==> src/rtl/cpu_types_pkg.sv <==
// cpu_types_pkg
// Shared CPU datapath types.
//   word_t        32-bit machine word
//   regbits_t     5-bit register index
//   IFID_BUBBLE   instruction word used for an empty IF/ID latch (sll $0 = nop)
//   ifid_entry_t  one IF/ID slot: valid bit, instruction, PC+4
package cpu_types_pkg;

    typedef logic [31:0] word_t;
    typedef logic [4:0]  regbits_t;

    localparam word_t IFID_BUBBLE = 32'h0000_0000;

    typedef struct packed {
        logic  v;
        word_t instr;
        word_t npc;
    } ifid_entry_t;

    // Empty slot carrying the given bubble word and a zero npc.
    function automatic ifid_entry_t ifid_empty(input word_t bubble);
        ifid_entry_t e;
        e.v     = 1'b0;
        e.instr = bubble;
        e.npc   = '0;
        return e;
    endfunction

endpackage

==> src/rtl/sat_counter.sv <==
// sat_counter
// Up-counter that sticks at all-ones instead of wrapping.
//   clk    clock, rising edge
//   rst    asynchronous active-high clear
//   inc    count one this cycle
//   count  current value
module sat_counter #(
    parameter int CNT_W = 16
) (
    input  logic             clk,
    input  logic             rst,
    input  logic             inc,
    output logic [CNT_W-1:0] count
);

    always_ff @(posedge clk or posedge rst) begin
        if (rst) begin
            count <= '0;
        end else if (inc && (count != '1)) begin
            count <= count + CNT_W'(1);
        end
    end

endmodule

==> src/rtl/ifid_skid_latch.sv <==
// ifid_skid_latch
// IF/ID pipeline register with a one-entry skid buffer. A fetch that
// arrives while decode is stalled is parked in the skid so it is neither
// lost nor refetched; a second fetch during the same stall is refused
// through pc_en. Flushes clear both the latch and the skid.
//   CLK, RST             clock / asynchronous active-high reset
//   ihit                 imemload/npc_in valid this cycle
//   imemload, npc_in     fetched instruction and its PC+4
//   stall_ifid           hold the latch
//   flush_ifid           discard latch + skid (jump / hazard)
//   flush_branch_ifid    discard latch + skid (branch mispredict)
//   pc_en                fetch accepted, PC may advance
//   instr_ifid, npc_ifid latched instruction and npc to decode
//   valid_ifid           latch holds a real instruction
//   rs_ifid, rt_ifid     register fields of instr_ifid for the hazard unit
//   stall_cnt            saturating count of stalled cycles with a valid latch
//   flush_cnt            saturating count of flush cycles
module ifid_skid_latch
    import cpu_types_pkg::*;
#(
    parameter int                DATA_W       = 32,
    parameter int                CNT_W        = 16,
    parameter logic [DATA_W-1:0] BUBBLE_INSTR = IFID_BUBBLE
) (
    input  logic              CLK,
    input  logic              RST,
    input  logic              ihit,
    input  logic [DATA_W-1:0] imemload,
    input  logic [DATA_W-1:0] npc_in,
    input  logic              stall_ifid,
    input  logic              flush_ifid,
    input  logic              flush_branch_ifid,
    output logic              pc_en,
    output logic [DATA_W-1:0] instr_ifid,
    output logic [DATA_W-1:0] npc_ifid,
    output logic              valid_ifid,
    output logic [4:0]        rs_ifid,
    output logic [4:0]        rt_ifid,
    output logic [CNT_W-1:0]  stall_cnt,
    output logic [CNT_W-1:0]  flush_cnt
);

    ifid_entry_t latch;
    ifid_entry_t skid;
    ifid_entry_t fetched;
    logic        flush_any;

    assign flush_any = flush_ifid | flush_branch_ifid;

    assign fetched.v     = 1'b1;
    assign fetched.instr = imemload;
    assign fetched.npc   = npc_in;

    // A full skid during a stall has nowhere to put a new word, so the PC
    // must not advance and the same address is fetched again later.
    assign pc_en = ihit & ~(skid.v & stall_ifid) & ~flush_any;

    always_ff @(posedge CLK or posedge RST) begin
        if (RST) begin
            latch <= ifid_empty(BUBBLE_INSTR);
            skid  <= ifid_empty('0);
        end else if (flush_any) begin
            latch <= ifid_empty(BUBBLE_INSTR);
            skid  <= ifid_empty('0);
        end else if (stall_ifid) begin
            if (ihit && !skid.v) begin
                skid <= fetched;
            end
        end else if (skid.v) begin
            // The skid entry is older than any same-cycle fetch, so it goes
            // to decode first and the new word takes its place.
            latch <= skid;
            if (ihit) begin
                skid <= fetched;
            end else begin
                skid.v <= 1'b0;
            end
        end else if (ihit) begin
            latch <= fetched;
        end else begin
            latch <= ifid_empty(BUBBLE_INSTR);
        end
    end

    assign instr_ifid = latch.instr;
    assign npc_ifid   = latch.npc;
    assign valid_ifid = latch.v;
    assign rs_ifid    = latch.instr[25:21];
    assign rt_ifid    = latch.instr[20:16];

    sat_counter #(.CNT_W(CNT_W)) u_stall_cnt (
        .clk   (CLK),
        .rst   (RST),
        .inc   (stall_ifid & latch.v & ~flush_any),
        .count (stall_cnt)
    );

    sat_counter #(.CNT_W(CNT_W)) u_flush_cnt (
        .clk   (CLK),
        .rst   (RST),
        .inc   (flush_any),
        .count (flush_cnt)
    );

endmodule

==> config.mk <==
export PLATFORM = sky130hd
export DESIGN_NAME = ifid_skid_latch
export DESIGN_NICKNAME = d
export VERILOG_FILES = /design/src/rtl/cpu_types_pkg.sv /design/src/rtl/sat_counter.sv /design/src/rtl/ifid_skid_latch.sv
export SDC_FILE = /design/constraint.sdc
export NUM_CORES = 1
export LEC_CHECK = 0
export ABC_AREA = 1
export CORE_MARGIN = 2
export CORE_UTILIZATION = 45
export CTS_CLUSTER_DIAMETER = 50
export DETAILED_ROUTE_END_ITERATION = 16
export PLACE_DENSITY = 0.76
export SYNTH_ARGS = -nofsm -noshare
export SYNTH_HDL_FRONTEND = slang
export SYNTH_SLANG_ARGS = --single-unit
==> constraint.sdc <==
create_clock -name CLK -period 4.8 [get_ports CLK]
set_input_delay 0.72 -clock CLK [delete_from_list [all_inputs] [get_ports CLK]]
set_output_delay 0.72 -clock CLK [all_outputs]
set_load 0.1 [all_outputs]
[Word-level counts from Yosys, hierarchy flattened]
Cells that the tools add are included.
Word-level totals
  register bits after elaboration: 162
  output and inout port bits: 108
  logic and storage cells: 39
Operators by class
  $add $sub $neg: 2
  equal/unequal tests: 4
  multiplexer cells: 10
  bitwise logic cells: 8
  reductions and logical operators: 7
Operator list (number)
  65-bit two-way mux: 8
  64-bit two-way mux: 1
  16-bit by 1-bit adder with 16-bit output (second input constant): 2
  16-bit != test (second input constant): 2
  3-bit nonzero test: 2
  1-bit AND: 5
  1-bit logical AND: 3
  3-bit by 1-bit != test with 1-bit output (second input constant): 1
  3-bit AND reduction: 1
  2-bit by 1-bit != test with 1-bit output (second input constant): 1
  1-bit NOT: 2
  1-bit zero test: 1
  1-bit two-way mux: 1
  1-bit bitwise OR: 1

[Longest topological paths before layout]
  word-level depth: 5
  mapped depth: 9
  gate-level depth less buffers: 8

[By module]
A second synthesis with hierarchy kept.
Unflattened totals
  cell total of the unflattened synthesis: 1155
  area total of the unflattened synthesis: 8366.8 um2
Modules (own cells, without submodules)
  ifid_skid_latch: times used 1, cells each 855, area each 6227.2 um2, seq. area each 3253.1 um2
  sat_counter: times used 2, cells each 150, area each 1069.8 um2, seq. area each 400.4 um2

[Worst setup path before layout]
OpenSTA, ideal clock, no wires.
  kind: input to output
  from: input ihit
  to: output pc_en
  arrival time: 2.355 ns
  data required time: 4.080 ns
  setup slack: 1.725 ns
  cell stages on the path: 4
  path through: inv_2 -> a21oi_2 -> inv_1 -> nor2_1
Between the ends
  cells in the longest elaborated chain, start to end: 2
RTL lines
  start, declared: RTL line ifid_skid_latch.sv:27  | input logic ihit,
  1-bit AND (2 in series): RTL line ifid_skid_latch.sv:56  | assign pc_en = ihit & ~(skid.v & stall_ifid) & ~flush_any;
  end, declared: RTL line ifid_skid_latch.sv:33  | output logic pc_en,
No other way between the ends.

[Worst setup path after layout]
Ends and elaborated chain as after synthesis.

==> flow_metrics.env <==
export IMPL_dpl_hpwl_microns=12400
export IMPL_worst_pin_slew_ns=1.04
export IMPL_nFillCells=1415
export IMPL_start_util=0.462
export IMPL_clock_latency_ns=0.42
export IMPL_via_per_inst=5.32
export IMPL_diodes=0
export IMPL_synth_area_leaders="dfrtp_1 (53%), nand2_1 (13%), o21ai_1 (7.2%)"
export IMPL_r2r_start="skid[64]"
export IMPL_mappedNetlistArea_sq_um=7690
export IMPL_cap_violations=0
export IMPL_finalCriticalPeriod_ns=3.10
export IMPL_gr_total_overflow=0
export IMPL_post_cts_setup_buffers=0
export IMPL_std_cell_rows=47
export IMPL_totalWireLength_microns=19600
export IMPL_gp_congestion=0.829
export IMPL_critPathBufInv=4
export IMPL_grt_max_degree=104
export IMPL_antenna_found_initial=0
export IMPL_grt_pass1_vias=6318
export IMPL_cts_repair_resized=0
export IMPL_cts_buffer_depth=2
export IMPL_cts_root_buf="clkbuf_16"
export IMPL_layout_drive_gt1_share=0.0766
export IMPL_p_total_mw=3.74
export IMPL_synth_nets=966
export IMPL_die_x_microns=135
export IMPL_die_area_sq_um=18200
export IMPL_slew_headroom=0.307
export IMPL_netlist_instances=894
export IMPL_syn2layout_area_growth_pct=30.8
export IMPL_criticalPathCategory="input pin to output port"
export IMPL_wl_per_cell_microns=15.5
export IMPL_core_sq_um=16600
export IMPL_ys_warn_count=0
export IMPL_drc=0
export IMPL_min_delay_start="npc_ifid[11]"
export IMPL_clock_sinks=162
export IMPL_io_buffers=177
export IMPL_clk_pin_slew_ns=0.06
export IMPL_grt_total_usage=0.219
export IMPL_syn_avg_cell_area_sq_um=8.61
export IMPL_cp_max_fo=7
export IMPL_status="completed"
export IMPL_startpoint="ihit"
export IMPL_finalHoldViolCount=0
export IMPL_cp_data_arrival_time_ns=2.38
export IMPL_rsz0062_at_grt="no"
export IMPL_hold_buffers=0
export IMPL_firstDrtPassIters=5
export IMPL_io_pins=178
export IMPL_ir_drop_mv=0.232
export IMPL_fmax_mhz=322
export IMPL_cp_top_family="buffers and inverters"
export IMPL_fin_worst_skew_ns=0.00735
export IMPL_p_per_area_nw_per_um2=372
export IMPL_vias=6726
export IMPL_synth_top_area_frac=0.527
export IMPL_first_iter_violations=487
export IMPL_fin_crit_sh=0.646
export IMPL_report_final_slew_viol_count=0
export IMPL_setup_viol=0
export IMPL_grt_pass1_wl_microns=31900
export IMPL_hp_class="flop to flop"
export IMPL_finalSetupTns_ns=0
export IMPL_leakage_nw=4.27
export IMPL_critPathMaxStageDelay_ns=0.52
export IMPL_layout_nets=1103
export IMPL_slowest_stage="clkdlybuf4s50_1"
export IMPL_tritoncts="done"
export IMPL_die_h_microns=135
export IMPL_synth_seq_cells=162
export IMPL_synth_cell_type_count=28
export IMPL_cts_made_buffers=17
export IMPL_path_cells="clkdlybuf4s50_1, inv_2, a21oi_2, inv_1, nor2_1, buf_4"
export IMPL_end_kind="output port"
export IMPL_yosysSeqAreaShare=0.527
export IMPL_cp_required_ns=4.08
export IMPL_antenna_left=0
export IMPL_holdWs_ns=0.489
export IMPL_htreeDepth=4
export IMPL_yosys_area_top_type="dfrtp_1"
export IMPL_start_kind="input pin"
==> layout make-up <==
class	instances	area [sq um]	share of cell area
sequential	162	4060	0.403
multi-input combinational	628	3120	0.310
timing repair buffer	186	1850	0.184
clock buffer	19	453	0.0450
tap	220	275	0.0273
clock inverter	13	171	0.0170
inverter	36	140	0.0139
==> flip-flops by register name, summed over array words and instances, names as in the netlist <==
register	count
u_stall_cnt.count	16
instr_ifid	32
skid	65
valid_ifid	1
u_flush_cnt.count	16
npc_ifid	32
==> through the flow <==
step / cell area (sq um) / utilization / setup WS (ns) / cells
6_report: 10100 / 0.605 / 1.70 / 1264
5_1_grt: 10100 / 0.605 / 1.60 / 1264
4_1_cts: 10100 / 0.605 / 1.69 / 1264
3_5_place_dp: 9440 / 0.567 / 1.68 / 1232
3_3_place_gp: 9440 / 0.567 / 1.69 / 1232
2_1_floorplan: 7700 / - / 1.73 / 894
==> worst register-to-register path, cell delays in order, from the launching register on <==
cell     delay, ns
dfrtp_2       0.46
inv_2         0.07
nand2_2       0.13
nand2_4       0.75
buf_4         0.42
nand3_1       0.10
o21ai_1       0.12
==> worst paths after layout <==
path                       slack (ns)            to  cells past startpoint
setup / recovery                 1.70         pc_en                      6
hold / removal                   0.49  npc_ifid[11]                      2
setup reg to reg                 2.66      skid[21]                      6
hold reg to reg                  0.49  npc_ifid[11]                      2
max in group asynchronous        2.95      skid[49]                      3
min in group asynchronous        0.82      skid[64]                      2
==> cells in the final DEF, fill, tap and decap left out, types with 4 or more instances in the layout <==
cell,Yosys,final
nand2_1,263,262
clkdlybuf4s50_1,0,176
dfrtp_1,162,161
o21ai_1,110,110
nand3_1,85,85
a22oi_1,64,64
nor2_1,31,31
inv_1,28,27
o21ai_0,21,21
clkbuf_16,0,17
nand4_1,10,10
buf_4,15,9
xnor2_1,8,8
inv_2,8,7
nand2_2,7,7
nor2_4,5,6
xor2_1,5,5
o21ai_2,5,5
nor2_2,5,4
==> cells in the mapped netlist <==
library cell,number
nand2_1,263
dfrtp_1,162
o21ai_1,110
nand3_1,85
a22oi_1,64
buf_2,37
nor2_1,31
inv_1,28
o21ai_0,21
buf_4,15
clkbuf_1,11
nand4_1,10
inv_2,8
xnor2_1,8
nand2_2,7
buf_6,5
nor2_2,5
nor2_4,5
o21ai_2,5
xor2_1,5
ha_1,2
a21oi_1,1
a21oi_2,1
nand3_2,1
nand4_2,1
nor3_1,1
o21a_4,1
o21bai_2,1
==> layer usage <==
layer	track usage	vias up	routed length (microns)
li1	-	3264	-
met1	0.296	3217	8740
met2	0.353	223	9270
met3	0.0432	22	1200
met4	0.0766	0	340
met5	0	-	0
==> power breakdown <==
group / leakage (nW) / switching [mW] / internal, mW / total (mW)
clock network: 0.306 / 0.570 / 0.856 / 1.43
registers: 2.20 / 0.0726 / 1.43 / 1.50
logic: 1.76 / 0.605 / 0.212 / 0.817
total: 4.27 / 1.25 / 2.49 / 3.74
==> logic make-up after synthesis <==
| family | after synthesis | share of synthesized area |
|---|---|---|
| fa+ha+maj | 2 | 0.00325 |
| compound gates | 204 | 0.159 |
| xor+xnor | 13 | 0.0148 |
| flops | 162 | 0.527 |
| simple gates | 409 | 0.228 |
| buf+inv | 104 | 0.0690 |
Note: power is estimated with default switching activity, not from simulation.
